--- config.mk ---
export PLATFORM = sky130hd
export DESIGN_NAME = sad_disparity_row
export DESIGN_NICKNAME = d
export VERILOG_FILES = /design/src/rtl/sad_disparity_row_pkg.sv /design/src/rtl/sad_disparity_row_argmin.sv /design/src/rtl/sad_disparity_row.sv
export SDC_FILE = /design/constraint.sdc
export NUM_CORES = 2
export LEC_CHECK = 0
export ABC_CLOCK_PERIOD_IN_PS = 2500
export CAP_MARGIN = 20
export CORE_MARGIN = 2
export CORE_UTILIZATION = 25
export DETAILED_ROUTE_END_ITERATION = 8
export PLACE_DENSITY_LB_ADDON = 0.12
export SYNTH_ARGS = -nofsm -noshare
export SYNTH_HDL_FRONTEND = slang
export SYNTH_SLANG_ARGS = --single-unit
export TNS_END_PERCENT = 10
--- constraint.sdc ---
create_clock -name clk -period 2.5 [get_ports clk]
set_input_delay 0.5 -clock clk [delete_from_list [all_inputs] [get_ports clk]]
set_output_delay 0.5 -clock clk [all_outputs]
set_load 0.01 [all_outputs]
--- src/rtl/sad_disparity_row_pkg.sv ---
// Shared constants and helpers for the stereo SAD disparity pipeline.
// Video timing defaults plus a constant clog2 usable in parameter lists.
package sad_disparity_row_pkg;

    localparam int H_ACTIVE_DEF = 640;
    localparam int V_ACTIVE_DEF = 480;
    localparam int H_TOTAL      = 800;
    localparam int V_TOTAL      = 525;
    localparam int PIX_W        = 8;
    localparam int MAXD_DEF     = 16;
    localparam int WIN_DEF      = 5;

    typedef logic [PIX_W-1:0] pix_t;

    function automatic int clog2(input int v);
        int r;
        r = 0;
        for (int i = 0; i < 31; i++) begin
            if ((1 << r) < v) begin
                r++;
            end
        end
        return r;
    endfunction

    function automatic pix_t abs_diff(input pix_t x, input pix_t y);
        return (x > y) ? (x - y) : (y - x);
    endfunction

endpackage

--- src/rtl/sad_disparity_row_argmin.sv ---
// Pipelined argmin tree over MAXD SAD values, one register per level.
// On equal values the lower index wins.
module sad_argmin
    import sad_disparity_row_pkg::*;
#(
    parameter int MAXD = 16,
    parameter int SW = 11,
    localparam int DW = clog2(MAXD)
) (
    input  logic          clk,
    input  logic          rst_n,
    input  logic [SW-1:0] sad_i [MAXD],
    output logic [SW-1:0] min_o,
    output logic [DW-1:0] idx_o
);

    localparam int LV = DW;
    localparam int HW = MAXD / 2;

    logic [SW-1:0] val_d [LV][HW];
    logic [SW-1:0] val_q [LV][HW];
    logic [DW-1:0] idx_d [LV][HW];
    logic [DW-1:0] idx_q [LV][HW];

    always_comb begin
        for (int l = 0; l < LV; l++) begin
            for (int i = 0; i < HW; i++) begin
                val_d[l][i] = '0;
                idx_d[l][i] = '0;
            end
        end
        for (int i = 0; i < HW; i++) begin
            if (sad_i[2*i+1] < sad_i[2*i]) begin
                val_d[0][i] = sad_i[2*i+1];
                idx_d[0][i] = DW'(2*i+1);
            end else begin
                val_d[0][i] = sad_i[2*i];
                idx_d[0][i] = DW'(2*i);
            end
        end
        // strict less-than keeps the left (lower-index) operand on ties
        for (int l = 1; l < LV; l++) begin
            for (int i = 0; i < (MAXD >> (l + 1)); i++) begin
                if (val_q[l-1][2*i+1] < val_q[l-1][2*i]) begin
                    val_d[l][i] = val_q[l-1][2*i+1];
                    idx_d[l][i] = idx_q[l-1][2*i+1];
                end else begin
                    val_d[l][i] = val_q[l-1][2*i];
                    idx_d[l][i] = idx_q[l-1][2*i];
                end
            end
        end
    end

    always_ff @(posedge clk or negedge rst_n) begin
        if (!rst_n) begin
            for (int l = 0; l < LV; l++) begin
                for (int i = 0; i < HW; i++) begin
                    val_q[l][i] <= '0;
                    idx_q[l][i] <= '0;
                end
            end
        end else begin
            val_q <= val_d;
            idx_q <= idx_d;
        end
    end

    assign min_o = val_q[LV-1][0];
    assign idx_o = idx_q[LV-1][0];

endmodule

--- src/rtl/sad_disparity_row.sv ---
// 1-D SAD block matching along a rectified row: abs-diff, running window sum,
// argmin tree; coordinates and validity ride a matching delay line.
module sad_disparity_row
    import sad_disparity_row_pkg::*;
#(
    parameter int H_ACTIVE = H_ACTIVE_DEF,
    parameter int V_ACTIVE = V_ACTIVE_DEF,
    parameter int MAXD = MAXD_DEF,
    parameter int WIN = WIN_DEF,
    localparam int DW = clog2(MAXD),
    localparam int CW = PIX_W + clog2(WIN)
) (
    input  logic          clk,
    input  logic          rst_n,
    input  logic [31:0]   ix,
    input  logic [31:0]   iy,
    input  logic [7:0]    a,
    input  logic [7:0]    b,
    output logic [31:0]   ox,
    output logic [31:0]   oy,
    output logic [DW-1:0] disp,
    output logic          disp_valid,
    output logic [CW-1:0] cost
);

    localparam int LAT = 2 + DW;
    localparam int VALID_X = MAXD + WIN - 2;

    logic active;
    logic row_start;
    logic vld_in;
    logic row_ok_d, row_ok_q;

    pix_t bx [MAXD];
    pix_t r_d [MAXD-1];
    pix_t r_q [MAXD-1];
    pix_t c_d [MAXD];
    pix_t c_q [MAXD];
    logic act1_d, act1_q;
    logic start1_d, start1_q;

    pix_t          hist_d [MAXD][WIN];
    pix_t          hist_q [MAXD][WIN];
    logic [CW-1:0] sum_d [MAXD];
    logic [CW-1:0] sum_q [MAXD];

    logic [31:0]    ix_p_d [LAT];
    logic [31:0]    ix_p_q [LAT];
    logic [31:0]    iy_p_d [LAT];
    logic [31:0]    iy_p_q [LAT];
    logic [LAT-1:0] v_p_d, v_p_q;

    logic [CW-1:0] min_sad;
    logic [DW-1:0] min_idx;

    assign active = (ix < 32'(H_ACTIVE)) && (iy < 32'(V_ACTIVE));
    assign row_start = active && (ix == 32'd0);
    // rows interrupted by reset stay invalid until a fresh row start
    assign vld_in = active && row_ok_q && (ix >= 32'(VALID_X));
    assign row_ok_d = row_ok_q | row_start;
    assign act1_d = active;
    assign start1_d = row_start;

    always_comb begin
        bx[0] = b;
        for (int d = 1; d < MAXD; d++) begin
            bx[d] = row_start ? '0 : r_q[d-1];
        end
        r_d = r_q;
        if (active) begin
            for (int d = 0; d < MAXD - 1; d++) begin
                r_d[d] = bx[d];
            end
        end
        for (int d = 0; d < MAXD; d++) begin
            c_d[d] = abs_diff(a, bx[d]);
        end
    end

    always_comb begin
        hist_d = hist_q;
        sum_d = sum_q;
        if (act1_q) begin
            for (int d = 0; d < MAXD; d++) begin
                if (start1_q) begin
                    sum_d[d] = CW'(c_q[d]);
                    for (int w = 0; w < WIN; w++) begin
                        hist_d[d][w] = '0;
                    end
                end else begin
                    sum_d[d] = sum_q[d] + CW'(c_q[d])
                             - CW'(hist_q[d][WIN-1]);
                    for (int w = 1; w < WIN; w++) begin
                        hist_d[d][w] = hist_q[d][w-1];
                    end
                end
                hist_d[d][0] = c_q[d];
            end
        end
    end

    always_comb begin
        ix_p_d[0] = ix;
        iy_p_d[0] = iy;
        for (int i = 1; i < LAT; i++) begin
            ix_p_d[i] = ix_p_q[i-1];
            iy_p_d[i] = iy_p_q[i-1];
        end
        v_p_d = {v_p_q[LAT-2:0], vld_in};
    end

    always_ff @(posedge clk or negedge rst_n) begin
        if (!rst_n) begin
            row_ok_q <= 1'b0;
            act1_q <= 1'b0;
            start1_q <= 1'b0;
            v_p_q <= '0;
            for (int d = 0; d < MAXD - 1; d++) begin
                r_q[d] <= '0;
            end
            for (int d = 0; d < MAXD; d++) begin
                c_q[d] <= '0;
                sum_q[d] <= '0;
                for (int w = 0; w < WIN; w++) begin
                    hist_q[d][w] <= '0;
                end
            end
            for (int i = 0; i < LAT; i++) begin
                ix_p_q[i] <= '0;
                iy_p_q[i] <= '0;
            end
        end else begin
            row_ok_q <= row_ok_d;
            act1_q <= act1_d;
            start1_q <= start1_d;
            v_p_q <= v_p_d;
            r_q <= r_d;
            c_q <= c_d;
            sum_q <= sum_d;
            hist_q <= hist_d;
            ix_p_q <= ix_p_d;
            iy_p_q <= iy_p_d;
        end
    end

    sad_argmin #(
        .MAXD (MAXD),
        .SW   (CW)
    ) u_argmin (
        .clk   (clk),
        .rst_n (rst_n),
        .sad_i (sum_q),
        .min_o (min_sad),
        .idx_o (min_idx)
    );

    assign ox = ix_p_q[LAT-1];
    assign oy = iy_p_q[LAT-1];
    assign disp_valid = v_p_q[LAT-1];
    assign disp = disp_valid ? min_idx : '0;
    assign cost = disp_valid ? min_sad : '0;

endmodule

==> flow_summary.html <==
<table>
<tr><th>Metric</th><th>Value</th></tr>
<tr><th colspan="2">Outcome</th></tr>
<tr><td>Run status</td><td>finished, violations left</td></tr>
<tr><td>Failing checks</td><td>negative hold slack, negative setup slack</td></tr>
<tr><th colspan="2">Route</th></tr>
<tr><td>Post-Route M1 WL</td><td>123 mm</td></tr>
<tr><td>Antenna-violating nets left</td><td>0</td></tr>
<tr><td>DRC violations left</td><td>0</td></tr>
<tr><td>Final wirelength</td><td>259 mm</td></tr>
<tr><td>Highest routing layer actually used</td><td>met4</td></tr>
<tr><td>Pre-Repair DR Iteration Count</td><td>8</td></tr>
<tr><td>Vias</td><td>62313</td></tr>
<tr><td>Initial drt markers</td><td>2715</td></tr>
<tr><td>WL/cell</td><td>18.4 µm</td></tr>
<tr><td>Met3 WL</td><td>6.90 mm</td></tr>
<tr><td>Number of vias per cell</td><td>4.43</td></tr>
<tr><td>Metal2 WL</td><td>between 100 and 150 mm</td></tr>
<tr><th colspan="2">Worst setup path</th></tr>
<tr><td>Worst-path maximum fanout</td><td>8</td></tr>
<tr><td>Kind of launch point of the worst setup path</td><td>primary input</td></tr>
<tr><td>Worst Setup Path Type</td><td>primary input to flop</td></tr>
<tr><td>Crit end category</td><td>flop</td></tr>
<tr><td>Worst endpoint required time</td><td>around 3300 ps</td></tr>
<tr><td>Data arrival time of the critical path</td><td>4040 ps</td></tr>
<tr><th colspan="2">Floorplanning</th></tr>
<tr><td>Standard-cell row count</td><td>about 210</td></tr>
<tr><td>Horiz. Die Dim</td><td>roughly 580 µm</td></tr>
<tr><td>DIE AREA</td><td>337000 µm²</td></tr>
<tr><td>Core footprint</td><td>~330000 µm²</td></tr>
<tr><td>I/O pin count</td><td>162</td></tr>
<tr><td>Die H</td><td>581 µm</td></tr>
<tr><td>Starting Density</td><td>approximately a quarter</td></tr>
<tr><th colspan="2">Timing</th></tr>
<tr><td>Final worst-path cycle share</td><td>132%</td></tr>
<tr><td>Sum of negative setup slack</td><td>-82620 ps</td></tr>
<tr><td>Layout Skew</td><td>80.9 ps</td></tr>
<tr><td>Number of hold violations in the final report</td><td>1</td></tr>
<tr><td>Minimum setup slack in the final design</td><td>-791 ps</td></tr>
<tr><td>Setup violations, final</td><td>between 150 and 200</td></tr>
<tr><td>Slew margin rel.</td><td>41.4%</td></tr>
<tr><td>Final min period</td><td>3290 ps</td></tr>
<tr><td>Post-Route Hold Slack</td><td>-224 ps</td></tr>
<tr><td>Slew Limit Fails</td><td>0</td></tr>
<tr><td>Least-Margin Pin Slew</td><td>878 ps</td></tr>
<tr><td>Unrepaired setup endpoints after global routing</td><td>true</td></tr>
<tr><td>Max Fclk</td><td>304 MHz</td></tr>
<tr><th colspan="2">Logic synthesis</th></tr>
<tr><td>Count of different cell masters after synthesis</td><td>78</td></tr>
<tr><td>Post-synthesis register bit count</td><td>between 1500 and 2000</td></tr>
<tr><td>Post-Syn Instances</td><td>approximately 8000</td></tr>
<tr><td>Proportion of synthesized flip-flops having asynchronous set or reset</td><td>100%</td></tr>
<tr><td>Most used flip-flop cell after synthesis</td><td>dfrtp_1</td></tr>
<tr><td>Combined area of all synthesized cells</td><td>~83000 µm²</td></tr>
<tr><td>Count of yosys warnings during synthesis</td><td>0</td></tr>
<tr><td>Number of nets produced by synthesis</td><td>between 8000 and 9000</td></tr>
<tr><td>Synthesized area divided by synthesized cell count</td><td>10.4 µm²</td></tr>
<tr><td>Register area share after synthesis</td><td>49.7%</td></tr>
<tr><td>Number of flops mapped to enable cells by yosys</td><td>0</td></tr>
<tr><th colspan="2">Placement</th></tr>
<tr><td>Final RePlAce weighted congestion</td><td>0.815</td></tr>
<tr><td>Hpwl dp</td><td>186 mm</td></tr>
<tr><td>Instance area at placement</td><td>101000 µm²</td></tr>
<tr><td>Count of buffers from port buffering</td><td>about 160</td></tr>
<tr><td>Placed cell count</td><td>13567</td></tr>
<tr><td>Pre-CTS setup slack</td><td>-2570 ps</td></tr>
<tr><th colspan="2">Global route</th></tr>
<tr><td>Antenna violations before repair</td><td>14</td></tr>
<tr><td>Residual overflow from global routing</td><td>0</td></tr>
<tr><td>Wire length of the first global-routing pass</td><td>403 mm</td></tr>
<tr><td>Vias in the first global route</td><td>65944</td></tr>
<tr><td>Gr usage total</td><td>around 15%</td></tr>
<tr><td>Largest net degree at the start of global routing</td><td>129</td></tr>
<tr><th colspan="2">Final layout</th></tr>
<tr><td>Fraction of layout instances using a drive strength above 1</td><td>27.5%</td></tr>
<tr><td>Final Instance Area</td><td>112000 µm²</td></tr>
<tr><td>Number of standard cells in the layout, taps in and fillers out</td><td>14081</td></tr>
<tr><td>FF+latch area</td><td>41400 µm²</td></tr>
<tr><td>Syn-to-layout area delta</td><td>34.8%</td></tr>
<tr><td>Count of filler cells inserted in the layout</td><td>~33000</td></tr>
<tr><td>Multi-input combinational cell area</td><td>between 30000 and 40000 µm²</td></tr>
<tr><td>Nets</td><td>10358</td></tr>
<tr><td>Final core utilization</td><td>33.9%</td></tr>
<tr><th colspan="2">Clocking</th></tr>
<tr><td>H-tree lvl count</td><td>4</td></tr>
<tr><td>Clock tree from TritonCTS</td><td>built</td></tr>
<tr><td>Clock transition at the registers of the reported paths</td><td>60 ps</td></tr>
<tr><td>Clock sink total</td><td>1653</td></tr>
<tr><td>Clock Tree Buf Depth</td><td>4</td></tr>
<tr><td>Clock latency of the later-clocked register in the worst-skew pair</td><td>890 ps</td></tr>
<tr><td>Buffer cell driving the clock tree root</td><td>clkbuf_16</td></tr>
<tr><td>Number of buffers added by the clock tree synthesis step</td><td>209</td></tr>
<tr><th colspan="2">Power</th></tr>
<tr><td>Reported leakage power</td><td>52.6 nW</td></tr>
<tr><td>Maximum ir drop on the vdd rail</td><td>just over 500 µV</td></tr>
<tr><td>Tot Pwr</td><td>71.7 mW</td></tr>
<tr><td>Power density over the cells</td><td>639 nW/µm²</td></tr>
<tr><th colspan="2">Worst hold path</th></tr>
<tr><td>Tightest Hold Check Type</td><td>primary input to flop</td></tr>
<tr><th colspan="2">Flow run</th></tr>
<tr><td>Total of max-cap violations</td><td>0</td></tr>
</table>
[Yosys cell counts (all sizes together) (15+ instances only)]
| library cell | instances | area [µm²] |
|---|---|---|
| dfrtp | 1653 | 41400 |
| inv | 1105 | 4150 |
| nand2 | 640 | 2400 |
| o21ai | 604 | 3020 |
| ha | 581 | 7270 |
| a21oi | 323 | 1640 |
| nand3 | 318 | 1590 |
| clkbuf | 282 | 1060 |
| o31ai | 274 | 2060 |
| nor2 | 263 | 987 |
| mux2 | 245 | 2760 |
| mux2i | 180 | 1800 |
| fa | 160 | 3200 |
| nor3 | 117 | 586 |
| a211oi | 109 | 853 |
| nor2b | 96 | 601 |
| a21o | 86 | 646 |
| buf | 85 | 443 |
| a31oi | 80 | 526 |
| o21a | 76 | 571 |
| nand2b | 67 | 419 |
| xor2 | 67 | 587 |
| xnor2 | 59 | 517 |
| nand4 | 48 | 300 |
| o21bai | 46 | 345 |
| nor3b | 44 | 330 |
| o211ai | 37 | 288 |
| nor4 | 30 | 188 |
| and2 | 28 | 175 |
| or2 | 27 | 169 |
| or3 | 22 | 138 |
| o31a | 19 | 166 |
| or4 | 19 | 143 |
| a221oi | 18 | 158 |
| nand3b | 16 | 120 |
| a2111oi | 15 | 134 |
| o311a | 15 | 150 |
[worst paths after layout]
path                               startpoint  slack, ps               endpoint  cells past startpoint
max reg2reg                 c_q[47]$_DFF_PN0_       -380  sum_q[65]$_DFFE_PN0P_                     12
min reg2reg                v_p_q[3]$_DFF_PN0_        340     v_p_q[4]$_DFF_PN0_                      0
max in group asynchronous               rst_n       1260     v_p_q[5]$_DFF_PN0_                      3
max                                    ix[19]       -790      c_q[77]$_DFF_PN0_                     20
min                                    ix[19]       -220  ix_p_d[147]$_DFF_PN0_                      1
min in group asynchronous               rst_n        120  iy_p_d[120]$_DFF_PN0_                      2
[power by group]
| part | switching, mW | internal [mW] |
|---|---|---|
| clock network | 12.6 | 19.6 |
| registers | 0.483 | 27.4 |
| logic | 5.94 | 5.63 |
[registers in the layout, indices dropped and copies added, names as in the netlist]
name,flops
r_q,120
hist_q,640
start1_q,1
ox,32
row_ok_q,1
act1_q,1
u_argmin.val_q,154
c_q,128
ix_p_d,160
oy,32
iy_p_d,160
u_argmin.idx_q,27
v_p_q,6
u_argmin.idx_o,4
u_argmin.min_o,11
sum_q,176
[placed cells by master (no fill, tap or decap), types with 46 or more instances in the layout]
cell / instances
nor2_1: 254
clkdlybuf4s50_1: 97
clkbuf_16: 213
xor2_1: 66
ha_4: 77
dlygate4sd3_1: 52
a21o_1: 85
o21ai_1: 58
inv_1: 1046
o31ai_1: 262
buf_12: 88
inv_2: 53
nand2_1: 586
o21ai_0: 515
mux2_2: 219
fa_1: 132
nor3_1: 107
buf_4: 1355
a211oi_2: 51
ha_1: 495
nor2b_1: 80
a21oi_1: 290
dfrtp_1: 1616
a31oi_1: 67
o21a_1: 75
a211oi_1: 56
nand4_1: 48
mux2i_1: 153
nand2b_1: 63
xnor2_1: 56
clkinv_2: 46
nand3_1: 315
[critical path, cell delays in order]
cell and delay, ps:
buf_8 100, nor4_4 400, buf_4 180, nand4_1 110, nor3_2 130, buf_4 180
nand3_4 110, buf_16 180, buf_6 180, buf_16 130, buf_12 110, nand2_1 70
inv_1 70, ha_4 210, o21a_1 160, o31a_1 120, o211ai_1 420, a211oi_2 150
o32a_1 320, xnor2_1 120
[routing by layer]
layer	up-vias	track usage, %
li1	30446	-
met1	30914	21.0
met2	647	25.8
met3	306	1.69
met4	0	3.02
met5	-	0
[logic make-up after synthesis]
kind of cell	count (synthesis)	synth area share, %
DFF	1653	49.7
other	1	0.00451
AOI/OAI and AO/OA	1820	14.1
adders and majority gates	741	12.6
xor gates and xnor gates	126	1.33
and+or+nand+nor	1756	10.0
muxes	425	5.48
buffers and inverters	1472	6.80
[what timing repair did]
| action | 4_1_cts | 5_1_grt |
|---|---|---|
| buffers inserted | 36 | 36 |
| gates cloned | 4 | 0 |
| resized for setup | 500 | 323 |
| endpoints found under the setup margin | 257 | 257 |
| endpoints found under the hold margin | 543 | 11 |
| hold buffers | 42 | 10 |
| pin swaps | 185 | 167 |
[final cells by class]
class | instances | share of cell area, %
flip-flops and latches | 1653 | 36.9
well taps | 4366 | 4.87
repair buffers | 1697 | 13.0
multi-input cells | 4869 | 34.9
diodes | 3 | 0.00669
clock inverters | 103 | 1.18
clock buffers | 285 | 5.36
inverters | 1105 | 3.72
Power figures use the tool's default switching activity.
